<file path="src/rtl/axil_pkg.sv">
// rtl/axil_pkg.sv - response codes and handshake FSM encodings for the AXI4-Lite register file
package axil_pkg;

  localparam logic RESP_OKAY   = 1'b0;
  localparam logic RESP_SLVERR = 1'b1;

  typedef enum logic {
    W_IDLE = 1'b0,
    W_RESP = 1'b1
  } w_state_e;

  typedef enum logic {
    R_IDLE = 1'b0,
    R_DATA = 1'b1
  } r_state_e;

endpackage

</file>
<file path="src/rtl/axil_slave_regfile_if.sv">
// rtl/axil_slave_regfile_if.sv - AXI4-Lite channel bundle between bus master and register file
interface axil_slave_regfile_if #(
  parameter int DATA_WIDTH = 32,
  parameter int ADDR_WIDTH = 8
);

  logic [ADDR_WIDTH-1:0]   s1_axi_awaddr;
  logic                    s1_axi_awvalid;
  logic                    s1_axi_awready;
  logic [DATA_WIDTH-1:0]   s1_axi_wdata;
  logic [DATA_WIDTH/8:0]   s1_axi_wstrb;
  logic                    s1_axi_wvalid;
  logic                    s1_axi_wready;
  logic                    s1_axi_bresp;
  logic                    s1_axi_bvalid;
  logic                    s1_axi_bready;
  logic [ADDR_WIDTH-1:0]   s1_axi_araddr;
  logic                    s1_axi_arvalid;
  logic                    s1_axi_arready;
  logic [DATA_WIDTH-1:0]   s1_axi_rdata;
  logic                    s1_axi_rresp;
  logic                    s1_axi_rvalid;
  logic                    s1_axi_rready;

  modport master (
    output s1_axi_awaddr, s1_axi_awvalid, s1_axi_wdata, s1_axi_wstrb, s1_axi_wvalid,
           s1_axi_bready, s1_axi_araddr, s1_axi_arvalid, s1_axi_rready,
    input  s1_axi_awready, s1_axi_wready, s1_axi_bresp, s1_axi_bvalid,
           s1_axi_arready, s1_axi_rdata, s1_axi_rresp, s1_axi_rvalid
  );

  modport slave (
    input  s1_axi_awaddr, s1_axi_awvalid, s1_axi_wdata, s1_axi_wstrb, s1_axi_wvalid,
           s1_axi_bready, s1_axi_araddr, s1_axi_arvalid, s1_axi_rready,
    output s1_axi_awready, s1_axi_wready, s1_axi_bresp, s1_axi_bvalid,
           s1_axi_arready, s1_axi_rdata, s1_axi_rresp, s1_axi_rvalid
  );

endinterface

</file>
<file path="src/rtl/axil_reg_bank.sv">
// rtl/axil_reg_bank.sv - register array with one byte-strobed write port and one registered read port
module axil_reg_bank #(
  parameter int DATA_WIDTH = 32,
  parameter int NUM_REGS   = 8,
  parameter int IDX_W      = 3
) (
  input  logic                    clk_i,
  input  logic                    rst_i,
  input  logic                    wr_en_i,
  input  logic [IDX_W-1:0]        wr_idx_i,
  input  logic [DATA_WIDTH-1:0]   wr_data_i,
  input  logic [DATA_WIDTH/8-1:0] wr_strb_i,
  input  logic                    rd_en_i,
  input  logic                    rd_hit_i,
  input  logic [IDX_W-1:0]        rd_idx_i,
  output logic [DATA_WIDTH-1:0]   rd_data_o
);

  logic [DATA_WIDTH-1:0] mem_q [NUM_REGS];
  logic [DATA_WIDTH-1:0] rd_data_q;

  // Read samples mem_q before this edge's write lands, so a same-edge read sees the old value.
  always_ff @(posedge clk_i) begin
    if (rst_i) begin
      for (int i = 0; i < NUM_REGS; i++) mem_q[i] <= '0;
      rd_data_q <= '0;
    end else begin
      if (wr_en_i) begin
        for (int b = 0; b < DATA_WIDTH/8; b++) begin
          if (wr_strb_i[b]) mem_q[wr_idx_i][8*b +: 8] <= wr_data_i[8*b +: 8];
        end
      end
      if (rd_en_i) rd_data_q <= rd_hit_i ? mem_q[rd_idx_i] : '0;
    end
  end

  assign rd_data_o = rd_data_q;

endmodule

</file>
<file path="src/rtl/axil_slave_regfile.sv">
// rtl/axil_slave_regfile.sv - AXI4-Lite responder: write/read handshake FSMs, capture and decode over a register bank
module axil_slave_regfile
  import axil_pkg::*;
#(
  parameter int DATA_WIDTH = 32,
  parameter int ADDR_WIDTH = 8,
  parameter int NUM_REGS   = 8
) (
  input logic                 s1_axi_aclk,
  input logic                 s1_axi_areset,
  axil_slave_regfile_if.slave s1
);

  localparam int IW = ADDR_WIDTH - 2;
  localparam int SW = DATA_WIDTH / 8;
  localparam int BW = (NUM_REGS > 1) ? $clog2(NUM_REGS) : 1;
  localparam logic [IW-1:0] REG_LIMIT = IW'(NUM_REGS);

  w_state_e              w_state_q, w_state_d;
  logic                  aw_held_q, aw_held_d;
  logic                  w_held_q, w_held_d;
  logic [IW-1:0]         awidx_q, awidx_d;
  logic [DATA_WIDTH-1:0] wdata_q, wdata_d;
  logic [SW-1:0]         wstrb_q, wstrb_d;
  logic                  bresp_q, bresp_d;

  r_state_e r_state_q, r_state_d;
  logic     rresp_q, rresp_d;

  logic                  awready, wready, aw_fire, w_fire, wr_en, wr_hit;
  logic [IW-1:0]         wr_idx;
  logic [DATA_WIDTH-1:0] wr_data;
  logic [SW-1:0]         wr_strb;
  logic                  arready, rd_en, rd_hit;
  logic [IW-1:0]         rd_idx;
  logic [DATA_WIDTH-1:0] rd_data;

  always_ff @(posedge s1_axi_aclk) begin
    if (s1_axi_areset) begin
      w_state_q <= W_IDLE;
      aw_held_q <= 1'b0;
      w_held_q  <= 1'b0;
      awidx_q   <= '0;
      wdata_q   <= '0;
      wstrb_q   <= '0;
      bresp_q   <= RESP_OKAY;
      r_state_q <= R_IDLE;
      rresp_q   <= RESP_OKAY;
    end else begin
      w_state_q <= w_state_d;
      aw_held_q <= aw_held_d;
      w_held_q  <= w_held_d;
      awidx_q   <= awidx_d;
      wdata_q   <= wdata_d;
      wstrb_q   <= wstrb_d;
      bresp_q   <= bresp_d;
      r_state_q <= r_state_d;
      rresp_q   <= rresp_d;
    end
  end

  // Whichever half of the write pair arrives second completes it using the live bus value.
  always_comb begin
    w_state_d = w_state_q;
    aw_held_d = aw_held_q;
    w_held_d  = w_held_q;
    awidx_d   = awidx_q;
    wdata_d   = wdata_q;
    wstrb_d   = wstrb_q;
    bresp_d   = bresp_q;
    awready   = 1'b0;
    wready    = 1'b0;
    aw_fire   = 1'b0;
    w_fire    = 1'b0;
    wr_en     = 1'b0;
    wr_idx    = aw_held_q ? awidx_q : s1.s1_axi_awaddr[ADDR_WIDTH-1:2];
    wr_data   = w_held_q ? wdata_q : s1.s1_axi_wdata;
    wr_strb   = w_held_q ? wstrb_q : s1.s1_axi_wstrb[SW-1:0];
    wr_hit    = wr_idx < REG_LIMIT;
    case (w_state_q)
      W_IDLE: begin
        awready = !aw_held_q;
        wready  = !w_held_q;
        aw_fire = s1.s1_axi_awvalid && awready;
        w_fire  = s1.s1_axi_wvalid && wready;
        if ((aw_held_q || aw_fire) && (w_held_q || w_fire)) begin
          wr_en     = wr_hit;
          bresp_d   = wr_hit ? RESP_OKAY : RESP_SLVERR;
          aw_held_d = 1'b0;
          w_held_d  = 1'b0;
          w_state_d = W_RESP;
        end else begin
          if (aw_fire) begin
            aw_held_d = 1'b1;
            awidx_d   = s1.s1_axi_awaddr[ADDR_WIDTH-1:2];
          end
          if (w_fire) begin
            w_held_d = 1'b1;
            wdata_d  = s1.s1_axi_wdata;
            wstrb_d  = s1.s1_axi_wstrb[SW-1:0];
          end
        end
      end
      W_RESP: if (s1.s1_axi_bready) w_state_d = W_IDLE;
      default: w_state_d = W_IDLE;
    endcase
  end

  always_comb begin
    r_state_d = r_state_q;
    rresp_d   = rresp_q;
    arready   = 1'b0;
    rd_en     = 1'b0;
    rd_idx    = s1.s1_axi_araddr[ADDR_WIDTH-1:2];
    rd_hit    = rd_idx < REG_LIMIT;
    case (r_state_q)
      R_IDLE: begin
        arready = 1'b1;
        if (s1.s1_axi_arvalid) begin
          rd_en     = 1'b1;
          rresp_d   = rd_hit ? RESP_OKAY : RESP_SLVERR;
          r_state_d = R_DATA;
        end
      end
      R_DATA: if (s1.s1_axi_rready) r_state_d = R_IDLE;
      default: r_state_d = R_IDLE;
    endcase
  end

  axil_reg_bank #(
    .DATA_WIDTH(DATA_WIDTH),
    .NUM_REGS  (NUM_REGS),
    .IDX_W     (BW)
  ) u_bank (
    .clk_i    (s1_axi_aclk),
    .rst_i    (s1_axi_areset),
    .wr_en_i  (wr_en),
    .wr_idx_i (wr_idx[BW-1:0]),
    .wr_data_i(wr_data),
    .wr_strb_i(wr_strb),
    .rd_en_i  (rd_en),
    .rd_hit_i (rd_hit),
    .rd_idx_i (rd_idx[BW-1:0]),
    .rd_data_o(rd_data)
  );

  assign s1.s1_axi_awready = awready;
  assign s1.s1_axi_wready  = wready;
  assign s1.s1_axi_bvalid  = (w_state_q == W_RESP);
  assign s1.s1_axi_bresp   = bresp_q;
  assign s1.s1_axi_arready = arready;
  assign s1.s1_axi_rvalid  = (r_state_q == R_DATA);
  assign s1.s1_axi_rresp   = rresp_q;
  assign s1.s1_axi_rdata   = rd_data;

  // Byte-lane address bits and the extra strobe bit carry no meaning here.
  logic unused_ok;
  assign unused_ok = ^{s1.s1_axi_awaddr[1:0], s1.s1_axi_araddr[1:0], s1.s1_axi_wstrb[SW]};

endmodule

</file>
<file path="src/flat_wrapper.sv">
// flat-port wrapper written by rule: the top's interface ports become plain ports
module axil_slave_regfile_flat import axil_pkg::*;
#(
  parameter int DATA_WIDTH = 32,
  parameter int ADDR_WIDTH = 8,
  parameter int NUM_REGS   = 8
)
  (s1_axi_aclk, s1_axi_areset, s1_s1_axi_awaddr, s1_s1_axi_awvalid, s1_s1_axi_wdata, s1_s1_axi_wstrb, s1_s1_axi_wvalid, s1_s1_axi_bready, s1_s1_axi_araddr, s1_s1_axi_arvalid, s1_s1_axi_rready, s1_s1_axi_awready, s1_s1_axi_wready, s1_s1_axi_bresp, s1_s1_axi_bvalid, s1_s1_axi_arready, s1_s1_axi_rdata, s1_s1_axi_rresp, s1_s1_axi_rvalid);
  axil_slave_regfile_if #(.DATA_WIDTH(DATA_WIDTH), .ADDR_WIDTH(ADDR_WIDTH)) s1_i ();
  input logic s1_axi_aclk;
  input logic s1_axi_areset;
  input wire logic [$bits(s1_i.s1_axi_awaddr)-1:0] s1_s1_axi_awaddr;
  input wire logic [$bits(s1_i.s1_axi_awvalid)-1:0] s1_s1_axi_awvalid;
  input wire logic [$bits(s1_i.s1_axi_wdata)-1:0] s1_s1_axi_wdata;
  input wire logic [$bits(s1_i.s1_axi_wstrb)-1:0] s1_s1_axi_wstrb;
  input wire logic [$bits(s1_i.s1_axi_wvalid)-1:0] s1_s1_axi_wvalid;
  input wire logic [$bits(s1_i.s1_axi_bready)-1:0] s1_s1_axi_bready;
  input wire logic [$bits(s1_i.s1_axi_araddr)-1:0] s1_s1_axi_araddr;
  input wire logic [$bits(s1_i.s1_axi_arvalid)-1:0] s1_s1_axi_arvalid;
  input wire logic [$bits(s1_i.s1_axi_rready)-1:0] s1_s1_axi_rready;
  output wire logic [$bits(s1_i.s1_axi_awready)-1:0] s1_s1_axi_awready;
  output wire logic [$bits(s1_i.s1_axi_wready)-1:0] s1_s1_axi_wready;
  output wire logic [$bits(s1_i.s1_axi_bresp)-1:0] s1_s1_axi_bresp;
  output wire logic [$bits(s1_i.s1_axi_bvalid)-1:0] s1_s1_axi_bvalid;
  output wire logic [$bits(s1_i.s1_axi_arready)-1:0] s1_s1_axi_arready;
  output wire logic [$bits(s1_i.s1_axi_rdata)-1:0] s1_s1_axi_rdata;
  output wire logic [$bits(s1_i.s1_axi_rresp)-1:0] s1_s1_axi_rresp;
  output wire logic [$bits(s1_i.s1_axi_rvalid)-1:0] s1_s1_axi_rvalid;
  assign s1_i.s1_axi_awaddr = s1_s1_axi_awaddr;
  assign s1_i.s1_axi_awvalid = s1_s1_axi_awvalid;
  assign s1_i.s1_axi_wdata = s1_s1_axi_wdata;
  assign s1_i.s1_axi_wstrb = s1_s1_axi_wstrb;
  assign s1_i.s1_axi_wvalid = s1_s1_axi_wvalid;
  assign s1_i.s1_axi_bready = s1_s1_axi_bready;
  assign s1_i.s1_axi_araddr = s1_s1_axi_araddr;
  assign s1_i.s1_axi_arvalid = s1_s1_axi_arvalid;
  assign s1_i.s1_axi_rready = s1_s1_axi_rready;
  assign s1_s1_axi_awready = s1_i.s1_axi_awready;
  assign s1_s1_axi_wready = s1_i.s1_axi_wready;
  assign s1_s1_axi_bresp = s1_i.s1_axi_bresp;
  assign s1_s1_axi_bvalid = s1_i.s1_axi_bvalid;
  assign s1_s1_axi_arready = s1_i.s1_axi_arready;
  assign s1_s1_axi_rdata = s1_i.s1_axi_rdata;
  assign s1_s1_axi_rresp = s1_i.s1_axi_rresp;
  assign s1_s1_axi_rvalid = s1_i.s1_axi_rvalid;
  axil_slave_regfile #(.DATA_WIDTH(DATA_WIDTH), .ADDR_WIDTH(ADDR_WIDTH), .NUM_REGS(NUM_REGS)) u_core (.s1_axi_aclk(s1_axi_aclk), .s1_axi_areset(s1_axi_areset), .s1(s1_i));
endmodule
</file>
<file path="config.mk">
export PLATFORM = sky130hd
export DESIGN_NAME = axil_slave_regfile_flat
export DESIGN_NICKNAME = d
export VERILOG_FILES = /design/src/rtl/axil_pkg.sv /design/src/rtl/axil_slave_regfile_if.sv /design/src/rtl/axil_reg_bank.sv /design/src/rtl/axil_slave_regfile.sv /design/src/flat_wrapper.sv
export SDC_FILE = /design/constraint.sdc
export NUM_CORES = 1
export LEC_CHECK = 0
export BUFFER_PORTS_ARGS = -buffer_cell sky130_fd_sc_hd__buf_2
export CAP_MARGIN = 20
export CORE_MARGIN = 2
export CORE_UTILIZATION = 31
export DETAILED_ROUTE_END_ITERATION = 16
export PLACE_DENSITY = 0.43
export SETUP_SLACK_MARGIN = 0.4
export SLEW_MARGIN = 15
export SYNTH_ARGS = -nofsm -noshare
export SYNTH_HDL_FRONTEND = slang
export SYNTH_HIERARCHICAL = 1
export SYNTH_SLANG_ARGS = --single-unit
</file>
<file path="constraint.sdc">
create_clock -name s1_axi_aclk -period 3.1 [get_ports s1_axi_aclk]
set_input_delay 0.31 -clock s1_axi_aclk [delete_from_list [all_inputs] [get_ports s1_axi_aclk]]
set_output_delay 0.31 -clock s1_axi_aclk [all_outputs]
set_load 0.02 [all_outputs]
</file>
== Word-level counts from Yosys, hierarchy flattened ==
Memories as Yosys holds them, arrays and structs flattened.
Index checks and enable logic that the tools add are counted.

* Muxes and demuxes: 43
* Bitwise operators: 3
* Reductions and logical operators: 16
* Order comparisons: 2

{| class="wikitable"
|+ Operator list
! cell !! number
|-
| $mux 32 || 3
|-
| $mux 1 || 34
|-
| $reduce_or 32->1 || 1
|-
| $lt 6x4->1 const B || 2
|-
| $mux 4 || 2
|-
| $reduce_and 2->1 || 4
|-
| $mux 6 || 1
|-
| $reduce_and 3->1 || 2
|-
| $pmux 1 s2 || 2
|-
| $reduce_bool 2->1 || 2
|-
| $logic_and 1x1->1 || 3
|-
| $mux 3 || 1
|-
| $not 1->1 || 3
|-
| $logic_not 1->1 || 2
|-
| $logic_or 1x1->1 || 2
|}

* Register bits after elaboration: 80
* Memories: 1
* Output and inout port bits: 39
* Logic and storage cells: 75
* RAM bits: 256
* Bits of input ports: 60

{| class="wikitable"
|+ Memories
! memory !! words !! width !! read ports !! clocked after Yosys merged registers in !! write ports !! RTL line !! text
|-
| u_core.u_bank.mem_q || 8 || 32 || 1 || 0 || 8 || axil_reg_bank.sv:19 || <nowiki>logic [DATA_WIDTH-1:0] mem_q [NUM_REGS];</nowiki>
|}

== Logic depth before layout (Yosys ltp) ==
Gate-level depths: netlist of the first run.

* Word-level depth: 11
* Gate-level depth with buffers: 8
* Mapped depth without buffers: 7

== Hierarchy ==
The synthesis of the first run kept the hierarchy.

{| class="wikitable"
|+ Modules (own cells, without submodules)
! module !! sequential area each (um2) !! instances !! cells an instance !! area each (um2)
|-
| axil_reg_bank || 8328.0 || 1 || 921 || 12997.5
|-
| axil_slave_regfile || 960.9 || 1 || 258 || 2454.9
|}

== Worst setup path after synthesis of the first run ==
OpenSTA, ideal clock, no wires.

* Path type: reg2reg
* Start point: register u_core.w_state_q (netlist: u_core/s1.s1_axi_bvalid)
* End point: memory u_core.u_bank.mem_q[3][10], enable pin
* Setup time: 0.309 ns
* Path buffers: 0
* Path slack: 0.950 ns
* Required time: 2.791 ns
* Stages on the path, launching flop included: 7
* Arrival: 1.841 ns
* Period minus slack after synthesis: 2.150 ns
* Cells stage by stage: dfxtp_1 or3_1 nor2_1 nor2b_1 nand2_1 nor2_1 or2_2

{| class="wikitable"
|+ RTL lines
! item !! RTL line !! text
|-
| from (decl) || axil_slave_regfile.sv:19 || <nowiki>w_state_e w_state_q, w_state_d;</nowiki>
|-
| from (signal assigned) || axil_slave_regfile.sv:50 || <nowiki>w_state_q <= w_state_d;</nowiki>
|-
| to (decl) || axil_reg_bank.sv:19 ||
|}

==> results.md, run 1 <==
- Pin count of the biggest net entering global routing: 71
- Hold Worst Slack: 0.0338 ns
- I/O pin cnt: 99
- HP Class: in -> reg
- Max FO, Critical Path: 8
- Worst path cell trace: nor2_4 > or3_1 > nor2_1 > nor2b_2 > nand2_1 > nor2_1 > or2_2
- Worst-margin pin slew: 0.853 ns
- GRT Total Usage: 15.4%
- Final WL: 39000 um
- Non-Filler Instances: 2030
- Final setup viols: 0
- Synthesized flop and latch total: 336
- CTS Buffer Depth: 3
- Pre-CTS worst setup slack: 0.380 ns
- Post-Route Setup TNS: 0 ns
- Layout area overhead: 18.3%
- P_leak: 7.02 nW
- Beginning of the worst hold path: s1_s1_axi_wdata[28]
- RSZ-0062 raised after global routing: false
- Placer Congestion: 0.702
- Post-layout util: 37.3%
- Htree depth: 2
- ANT cells: 0
- Worst skew pair latency: 0.55 ns
- Die area: 0.0516 mm2
- Syn_nets: 1239
- Final #Nets: 1396
- # DRC: 0
- Slowest stage delay, CP: 0.39 ns
- Initial Utilization: 31.5%
- Buf/Inv on CP: 0
- Largest delay contributor family on the critical path: simple AND/OR/NAND/NOR gates
- Commonest non-fill, non-tap cells in the layout: and2_1, edfxtp_1, mux2i_1
- Max-Cap Viols: 0
- Root buffer cell: clkbuf_16
- Worst VDD drop: 0.000334 V
- IO buf count: 93
- CP Data Arrival Time: 2.64 ns
- CTS tree: done
- Slew Viols, Final: 0
- Die height: 227 um
- F_max: 415 MHz
- Critical Path End Type: flip-flop
- Routed WL per cell: 19.2 um
- Core area: 0.0491 mm2
- Std cell rows: 81
- Crit share post-route: 77.8%
- Hpwl dp: 24800 um
- Cell mode on critical path: nor2_1
- Grt ovf: 0
- Startpoint Class: flip-flop
- Status: complete, no violations
- TritonCTS Sinks: 336
- Yosys warning count: 6
- Final WS setup: 0.688 ns
- Crit path launch: u_core/aw_held_q
- Antenna Nets Post-Route: 0
- Initial DRC count: 415
- Setup Skew: 0.0127 ns
- Vias in the first global route: 9399
- DR vias: 9189
- Relative slew slack: 43.1%
- Pre-antenna DRT Iters: 5
- WP data required: 3.33 ns
- Layout cell share with drive strength beyond 1: 21.6%
- Post-CTS Setup Bufs: 0
- First-pass GRT wire length: 58900 um
- Post-Syn Instances: 1179
- Pwr dens: 574 mW/mm2
- Vias per inst: 4.53
- Die W: 227 um
- Placed cells: 1926
- Setup CP Type: reg -> reg
- Sequential share of the synthesized area: 60.1%
- # fillers: 4814
- Number of CTS-inserted buffers: 41
- Commonest non-fill, non-tap cell in the layout: and2_1
- CP max-delay cell: or3_1
- Tmin final: 2.41 ns
- Clk pin slew, worst setup/hold paths: 0.05 ns
- Crit Reg-Reg Startpoint: u_core/aw_held_q
- Unique masters post-synth: 35
- Synth Area per Inst: 13.1 um2
- Mapped cell area: 0.0155 mm2
- Initial antenna violation count: 2
- Final hold vios: 0
## worst register-to-register path, stage by stage (launching register included)
cell,delay (ns)
dfxtp_1,0.37
nor2_4,0.06
or3_1,0.40
nor2_1,0.13
nor2b_2,0.34
nand2_1,0.31
nor2_1,0.20
or2_2,0.29
## power by group
group / internal, mW / switching (mW) / total, mW / leakage [nW]
Combinational: 0.325 / 0.501 / 0.826 / 3.10
Sequential: 4.99 / 0.0502 / 5.04 / 3.30
Clock: 2.79 / 1.83 / 4.62 / 0.626
Total: 8.10 / 2.39 / 10.5 / 7.02
## cells by family (layout without fill, tap and decap cells)
logic type | count (synthesis) | count (layout) | synth area share (%)
buffers and inverters | 60 | 247 | 2.91
multiplexers | 177 | 177 | 14.7
AND/OR/NAND/NOR | 535 | 535 | 19.4
flip-flops | 336 | 336 | 60.1
AO/OA/AOI/OAI | 71 | 71 | 2.94
## per-stage QoR
step,instance area [um2],power (mW)
floorplan,15500,5.68
detailed placement,16700,5.95
finish,18300,10.5
CTS,18300,10.7
global placement,16700,5.94
global route,18300,10.9
## synthesized netlist by cell type (all sizes together)
| master | count | area [um2] |
|---|---|---|
| nand3b | 3 | 22.5 |
| a22o | 1 | 8.76 |
| nand2 | 90 | 338 |
| nand2b | 64 | 400 |
| clkbuf | 28 | 105 |
| edfxtp | 256 | 7690 |
| dfxtp | 80 | 1600 |
| or3 | 2 | 12.5 |
| nand3 | 33 | 165 |
| a21oi | 34 | 170 |
| a211oi | 2 | 15.0 |
| nor3 | 2 | 10.0 |
| and2 | 257 | 1610 |
| a22oi | 32 | 240 |
| mux2 | 39 | 439 |
| nor2b | 4 | 25.0 |
| o211a | 2 | 20.0 |
| mux4 | 32 | 766 |
| buf | 30 | 338 |
| nor4 | 2 | 12.5 |
| mux2i | 106 | 1060 |
| or3b | 1 | 8.76 |
| or2 | 32 | 200 |
| or2b | 1 | 7.51 |
| and3 | 2 | 17.5 |
| inv | 2 | 7.50 |
| nor2 | 42 | 165 |
## path summary, 6_finish.rpt
kind	to	slack, ns	cells past startpoint
setup / recovery	u_core/u_bank/mem_q[5][9]	0.69	7
setup reg to reg	u_core/u_bank/mem_q[5][9]	0.69	7
hold reg to reg	u_core/wdata_q[24]	0.45	2
hold / removal	u_core/wdata_q[28]	0.03	3
## routing by layer
| metal | vias up | track usage, % | share of wire, % |
|---|---|---|---|
| met1 | 4476 | 20.6 | 47 |
| li1 | 4525 | - | - |
| met3 | 45 | 3.03 | 3.9 |
| met5 | - | 0 | 0.054 |
| met4 | 4 | 3.56 | 1.5 |
| met2 | 139 | 25.9 | 48 |
## layout make-up
cell class,instances,area [um2],share of cell area [%]
tap,664,831,4.55
clock inverter,19,190,1.04
multi-input combinational,783,5730,31.3
sequential,336,9290,50.8
inverter,2,7.51,0.0411
timing repair buffer,172,1140,6.25
clock buffer,54,1080,5.94
## flip-flops by register name (all words and copies together) (netlist names), 4 cells and up
name and flops:
u_core/u_bank/mem_q 256, u_core/u_bank/rd_data_o 32, u_core/wdata_q 32, u_core/awidx_q 6, u_core/wstrb_q 4
## what timing repair did
item / in CTS / in global routing
resized for setup: 0 / 1
setup endpoints to repair: 0 / 247
hold buffers: 31 / 0
hold endpoints to repair: 31 / 0
Note: power is estimated with default switching activity, not from simulation.
==> run 2, diff against run 1 <==
--- a/config.mk
+++ b/config.mk
@@ -10,7 +10,7 @@
 export CORE_MARGIN = 2
 export CORE_UTILIZATION = 31
 export DETAILED_ROUTE_END_ITERATION = 16
-export PLACE_DENSITY = 0.43
+export PLACE_DENSITY = 0.45
 export SETUP_SLACK_MARGIN = 0.4
 export SLEW_MARGIN = 15
 export SYNTH_ARGS = -nofsm -noshare
==> constraint.sdc (replaced) <==
create_clock -name s1_axi_aclk -period 2.1 [get_ports s1_axi_aclk]
set_input_delay 0.21 -clock s1_axi_aclk [delete_from_list [all_inputs] [get_ports s1_axi_aclk]]
set_output_delay 0.21 -clock s1_axi_aclk [all_outputs]
set_load 0.02 [all_outputs]
==> run 2 against run 1 <==
Combinational power is 80% higher; sequential cell count stayed put; clock power is 39% higher; clock skew is 0.0017 ns lower; cell count is 2.5% higher; setup slack worse by 0.58 ns; worst hold slack better by 0.0042 ns; core utilization is 2.4 points higher; via count is 3.1% higher.
==> results.md, run 2 (synthesized netlist as in run 1, its figures left out) <==
- Status: complete, no violations (unchanged)
- Hold Worst Slack: 0.0380 ns (was 0.0338 ns)
- Max reg flops: 256 (unchanged)
- Layout area overhead: 26.0% (was 18.3%)
- Met1 GRT Util: 20.5% (was 20.6%)
- Pre-CTS worst setup slack: -0.0825 ns (was 0.380 ns)
- Relative slew slack: 56.6% (was 43.1%)
- Worst-margin pin slew: 0.651 ns (was 0.853 ns)
- Die W: 227 um (unchanged)
- Fin area: 0.0195 mm2 (was 0.0183 mm2)
- Largest register by flop count: u_core/u_bank/mem_q (unchanged)
- Core area: 0.0491 mm2 (unchanged)
- Final WS setup: 0.111 ns (was 0.688 ns)
- Startpoint Class: flip-flop (unchanged)
- Initial antenna violation count: 4 (was 2)
- GRT Total Usage: 15.8% (was 15.4%)
- Vias per inst: 4.55 (was 4.53)
- Placer Congestion: 0.745 (was 0.702)
- Final setup viols: 0 (unchanged)
- Placed cells: 1949 (was 1926)
- Grt ovf: 0 (unchanged)
- Slew Viols, Final: 0 (unchanged)
- WP data required: 2.34 ns (was 3.33 ns)
- R2R Path End: u_core/u_bank/mem_q[5][18] (was u_core/u_bank/mem_q[5][9])
- Tmin final: 1.99 ns (was 2.41 ns)
- Die area: 0.0516 mm2 (unchanged)
- Htree depth: 2 (unchanged)
- Max-Cap Viols: 0 (unchanged)
- I/O pin cnt: 99 (unchanged)
- Routed WL per cell: 19.3 um (was 19.2 um)
- IO buf count: 93 (unchanged)
- Number of CTS-inserted buffers: 40 (was 41)
- Pin count of the biggest net entering global routing: 53 (was 71)
- Crit share post-route: 94.7% (was 77.8%)
- Commonest non-fill, non-tap cells in the layout: edfxtp_1, and2_1, mux2i_1 (was and2_1, edfxtp_1, mux2i_1)
- Pre-antenna DRT Iters: 4 (was 5)
- WHS Endpoint: u_core/s1.s1_axi_rresp (was u_core/wdata_q[28])
- Initial DRC count: 432 (was 415)
- HP Class: in -> reg (unchanged)
- Sequential standard cell area: 0.00930 mm2 (was 0.00929 mm2)
- Worst skew pair latency: 0.55 ns (about the same)
- Met3 usage in global routing: 2.59% (was 3.03%)
- Vias in the first global route: 9850 (was 9399)
- Reg2reg setup slack: 0.11 ns (was 0.69 ns)
- Pwr dens: 788 mW/mm2 (was 574 mW/mm2)
- Die height: 227 um (unchanged)
- CTS Buffer Depth: 3 (unchanged)
- Critical Path End Type: flip-flop (unchanged)
- Beginning of the worst hold path: s1_s1_axi_araddr[5] (was s1_s1_axi_wdata[28])
- Met2 Usage GRT: 26.8% (was 25.9%)
- Std cell rows: 81 (unchanged)
- CTS tree: done (unchanged)
- DR vias: 9474 (was 9189)
- Final Power: 15.3 mW (was 10.5 mW)
- # DRC: 0 (unchanged)
- GR peak layer: met2 (unchanged)
- Area of the multi-input gates: 0.00628 mm2 (was 0.00573 mm2)
- F_max: 503 MHz (was 415 MHz)
- Final hold vios: 0 (unchanged)
- Setup Skew: 0.0110 ns (was 0.0127 ns)
- Placed Instance Area: 0.0172 mm2 (was 0.0167 mm2)
- Setup CP Type: reg -> reg (unchanged)
- Antenna Nets Post-Route: 0 (unchanged)
- Reg2Reg Depth: 8 (was 7)
- Worst VDD drop: 0.000429 V (was 0.000334 V)
- P_leak: 7.42 nW (was 7.02 nW)
- Layout cell share with drive strength beyond 1: 30.2% (was 21.6%)
- Non-Filler Instances: 2081 (was 2030)
- Initial Utilization: 31.5% (unchanged)
- CP Data Arrival Time: 2.23 ns (was 2.64 ns)
- # fillers: 4722 (was 4814)
- Root buffer cell: clkbuf_16 (unchanged)
- Hpwl dp: 26900 um (was 24800 um)
- TritonCTS Sinks: 336 (unchanged)
- RSZ-0062 raised after global routing: true (was false)
- Commonest non-fill, non-tap cell in the layout: edfxtp_1 (was and2_1)
- Crit Reg-Reg Startpoint: u_core/aw_held_q (unchanged)
- Final #Nets: 1446 (was 1396)
- Clk pin slew, worst setup/hold paths: 0.06 ns (was 0.05 ns)
- Max FO, Critical Path: 8 (unchanged)
- First-pass GRT wire length: 59600 um (was 58900 um)
- Final WL: 40100 um (was 39000 um)
- Hold path depth: 3 (unchanged)
==> run 2: changes by cell type in the layout (fill, tap and decap cells not counted), sizes merged <==
cell         change
bufbuf           +1
buf             +36
diode            +1
clkbuf           +3
bufinv           -3
inv              -1
dlygate4sd3     +14
==> run 2: layer usage <==
layer | share of wire [%] | routed length [um] | vias to the layer above
li1 | - | - | 4620
met1 | 45 | 18100 | 4647
met2 | 49 | 19700 | 148
met3 | 3.3 | 1320 | 55
met4 | 2.3 | 928 | 4
met5 | 0.067 | 27 | -
==> run 2: final cells by class <==
| class | count | area share [%] |
|---|---|---|
| tap | 664 | 4.27 |
| multi-input combinational | 783 | 32.3 |
| inverter | 2 | 0.0386 |
| timing repair buffer | 223 | 9.59 |
| sequential | 336 | 47.8 |
| clock buffer | 57 | 5.63 |
| antenna | 1 | 0.0129 |
| clock inverter | 15 | 0.450 |
==> run 2: power by group <==
group | internal, mW | switching [mW]
registers | 7.36 | 0.0813
clock network | 3.74 | 2.67
logic | 0.646 | 0.844
total | 11.7 | 3.60
==> run 2: how the worst max path moves through the flow <==
stage	from	to	cells after the start
2_1_floorplan	u_core/aw_held_q	u_core/u_bank/mem_q[6][0]	8
4_1_cts	u_core/aw_held_q	u_core/u_bank/mem_q[4][27]	8
5_1_grt	u_core/aw_held_q	u_core/u_bank/mem_q[5][29]	8
6_report	u_core/aw_held_q	u_core/u_bank/mem_q[5][18]	8
3_5_place_dp	u_core/aw_held_q	u_core/u_bank/mem_q[1][6]	7
3_3_place_gp	u_core/aw_held_q	u_core/u_bank/mem_q[5][19]	7
==> run 2: critical path, cell delays in order (launching register included) <==
cell and delay, ns:
dfxtp_4 0.40, nor2_4 0.04, or3_4 0.38, nor2_4 0.08, nor2b_4 0.15, buf_12 0.16
nand2_8 0.13, nor2_4 0.12, or2_4 0.21
==> run 2: repair_timing <==
action,in CTS,in global routing
gates cloned,1,0
pin swaps,33,27
buffers inserted,11,2
hold buffers,45,0
hold endpoints to repair,44,0
setup endpoints to repair,550,544
resized for setup,47,85
==> run 2: metrics by stage <==
stage / TNS (ns) / utilization (%)
2_1_floorplan: 0 / -
3_3_place_gp: -20.53 / 35.0
3_5_place_dp: -11.96 / 35.0
4_1_cts: 0 / 39.1
5_1_grt: 0 / 39.7
6_report: 0 / 39.7
==> run 3, diff against run 2 <==
--- a/config.mk
+++ b/config.mk
@@ -6,11 +6,11 @@
 export NUM_CORES = 1
 export LEC_CHECK = 0
 export BUFFER_PORTS_ARGS = -buffer_cell sky130_fd_sc_hd__buf_2
-export CAP_MARGIN = 20
+export CORE_ASPECT_RATIO = 0.6
 export CORE_MARGIN = 2
-export CORE_UTILIZATION = 31
+export CORE_UTILIZATION = 30
 export DETAILED_ROUTE_END_ITERATION = 16
-export PLACE_DENSITY = 0.45
+export PLACE_DENSITY = 0.44
 export SETUP_SLACK_MARGIN = 0.4
 export SLEW_MARGIN = 15
 export SYNTH_ARGS = -nofsm -noshare
==> run 3 against run 2 <==
Critical path depth fell by 3; clock-buffer cell count fell by 7; design area shrank 0.48%; core utilization down 1.6 points; first-iteration DRC count rose by 66%; clock skew increased by 0.00091 ns; wire length is 13% higher; largest power group unchanged.
==> results.md, run 3 (synthesized netlist as in run 1, its figures left out) <==
- R2R Path End: u_core/u_bank/mem_q[4][24] (was u_core/u_bank/mem_q[5][18])
- Die W: 297 um (was 227 um)
- HP Class: in -> reg (unchanged)
- Met2 Usage GRT: 21.3% (was 26.8%)
- Core area: 0.0509 mm2 (was 0.0491 mm2)
- IO buf count: 93 (unchanged)
- Worst-margin pin slew: 0.540 ns (was 0.651 ns)
- I/O pin cnt: 99 (unchanged)
- Final Power: 14.9 mW (was 15.3 mW)
- CTS Buffer Depth: 3 (unchanged)
- Placed cells: 1989 (was 1949)
- Setup CP Type: reg -> reg (unchanged)
- Worst path cell trace: buf_12 > mux2_4 > or3b_4 > nor2_4 > or2_4 (was nor2_4 > or3_4 > nor2_4 > nor2b_4 > buf_12 > nand2_8 > nor2_4 > or2_4)
- Max reg flops: 256 (unchanged)
- Layout cell share with drive strength beyond 1: 31.6% (was 30.2%)
- CP max-delay cell: or3b_4 (was dfxtp_4)
- Grt ovf: 0 (unchanged)
- CP Data Arrival Time: 2.29 ns (was 2.23 ns)
- Pre-antenna DRT Iters: 5 (was 4)
- Setup Skew: 0.0119 ns (was 0.0110 ns)
- Non-Filler Instances: 2106 (was 2081)
- Initial DRC count: 718 (was 432)
- Commonest non-fill, non-tap cells in the layout: edfxtp_1, and2_1, mux2i_1 (unchanged)
- Antenna Nets Post-Route: 0 (unchanged)
- Clock power frac: 39.7% (was 41.8%)
- Hpwl dp: 31000 um (was 26900 um)
- Worst skew pair latency: 0.52 ns (was 0.55 ns)
- WP data required: 2.33 ns (was 2.34 ns)
- Placed Instance Area: 0.0174 mm2 (was 0.0172 mm2)
- Placer Congestion: 0.763 (was 0.745)
- Post-layout util: 38.0% (was 39.7%)
- DR vias: 9742 (was 9474)
- Die area: 0.0534 mm2 (was 0.0516 mm2)
- Final WL: 45400 um (was 40100 um)
- GRT Total Usage: 16.9% (was 15.8%)
- Root buffer cell: clkbuf_16 (unchanged)
- Largest register by flop count: u_core/u_bank/mem_q (unchanged)
- Buf/Inv on CP: 1 (unchanged)
- Die height: 180 um (was 227 um)
- Combinational Power Share: 10.2% (was 9.7%)
- Reg2reg setup slack: 0.05 ns (was 0.11 ns)
- GR peak layer: met1 (was met2)
- Part of the power in registers: 50.1% (was 48.5%)
- Final setup viols: 0 (unchanged)
- Max FO, Critical Path: 8 (unchanged)
- WHS Endpoint: u_core/wdata_q[21] (was u_core/s1.s1_axi_rresp)
- Hold path depth: 3 (unchanged)
- Reg2Reg Depth: 5 (was 8)
- Worst VDD drop: 0.000434 V (was 0.000429 V)
- Post-Route Setup TNS: 0 ns (unchanged)
- Std cell rows: 64 (was 81)
- Final #Nets: 1448 (was 1446)
- Tmin final: 2.05 ns (was 1.99 ns)
- Htree depth: 2 (unchanged)
- Slowest stage delay, CP: 0.55 ns (was 0.40 ns)
- Startpoint Class: flip-flop (unchanged)
- Commonest non-fill, non-tap cell in the layout: edfxtp_1 (unchanged)
- Pin count of the biggest net entering global routing: 70 (was 53)
- CTS tree: done (unchanged)
- Relative slew slack: 64.0% (was 56.6%)
- Pint: 11.3 mW (was 11.7 mW)
- Met1 GRT Util: 28.8% (was 20.5%)
- Final hold vios: 0 (unchanged)
- Sw Pwr: 3.61 mW (was 3.60 mW)
- Clk pin slew, worst setup/hold paths: 0.06 ns (about the same)
- TritonCTS Sinks: 336 (unchanged)
- Initial Utilization: 30.3% (was 31.5%)
- Pwr dens: 771 mW/mm2 (was 788 mW/mm2)
- Fin area: 0.0194 mm2 (was 0.0195 mm2)
- Routed WL per cell: 21.6 um (was 19.3 um)
- Layout area overhead: 25.4% (was 26.0%)
- Number of CTS-inserted buffers: 36 (was 40)
- RSZ-0062 raised after global routing: true (unchanged)
- Hold Worst Slack: 0.0411 ns (was 0.0380 ns)
- Met3 usage in global routing: 3.28% (was 2.59%)
- First-pass GRT wire length: 66800 um (was 59600 um)
- Critical Path End Type: flip-flop (unchanged)
- Slew Viols, Final: 0 (unchanged)
- # DRC: 0 (unchanged)
- Initial antenna violation count: 2 (was 4)
- Status: complete, no violations (unchanged)
- Beginning of the worst hold path: s1_s1_axi_wdata[21] (was s1_s1_axi_araddr[5])
- Vias in the first global route: 9590 (was 9850)
- Crit share post-route: 97.8% (was 94.7%)
- F_max: 487 MHz (was 503 MHz)
- P_leak: 7.42 nW (about the same)
- Sw Share: 24.2% (was 23.5%)
- Crit Reg-Reg Startpoint: u_core/aw_held_q (unchanged)
- Vias per inst: 4.63 (was 4.55)
- Final WS setup: 0.0464 ns (was 0.111 ns)
- Largest delay contributor family on the critical path: simple AND/OR/NAND/NOR gates (unchanged)
- Max-Cap Viols: 0 (unchanged)
- Pre-CTS worst setup slack: -0.0456 ns (was -0.0825 ns)
[run 3: final cells by class]
cell class,instances,area (um2)
repair buffers,228,1880
well taps,693,867
diodes,1,2.50
clock inverters,12,53.8
inverters,2,7.51
multi-input cells,784,6270
clock buffers,50,1000
fillers,4926,31600
flip-flops and latches,336,9300
[run 3: worst max path at each step]
stage                     cells after the start  slack [ns]             start                          to
after CTS                                     9        0.07  u_core/aw_held_q  u_core/u_bank/mem_q[3][22]
final                                         5        0.05  u_core/aw_held_q  u_core/u_bank/mem_q[4][24]
after global placement                        6       -0.02  u_core/aw_held_q   u_core/u_bank/mem_q[0][5]
after floorplan                               8        0.09  u_core/aw_held_q   u_core/u_bank/mem_q[6][0]
after detailed placement                      6       -0.05  u_core/aw_held_q  u_core/u_bank/mem_q[0][19]
after global routing                          9       -0.01  u_core/aw_held_q  u_core/u_bank/mem_q[6][19]
[run 3: tightest hold or removal path, delay by kind of cell]
| family | cells | cell delay, ns |
|---|---|---|
| multiplexers | 1 | 0.06 |
| buffers and inverters | 1 | 0.16 |
| AND/OR/NAND/NOR | 1 | 0.08 |
[run 3: power by group through the flow]
stage               clock (mW)  combinational, mW  sequential, mW
finish                    5.93               1.52            7.48
global route              6.40               1.63            7.50
CTS                       6.11               1.50            7.48
detailed placement           0               1.40            7.62
global placement             0               1.40            7.62
floorplan                    0              0.853            7.57
[run 3: what timing repair did]
action / 4_1_cts / 5_1_grt
gates resized for setup: 48 / 81
buffers inserted: 2 / 7
cloned: 0 / 1
setup endpoints to repair: 532 / 532
endpoints found under the hold margin: 43 / 0
pin swaps: 24 / 19
hold buffers: 44 / 0
[run 3: layer usage]
metal / part of all wire, % / vias up
met4: 1.3 / 0
met2: 37 / 235
li1: - / 4636
met1: 56 / 4830
met3: 5.8 / 41
met5: 0 / -
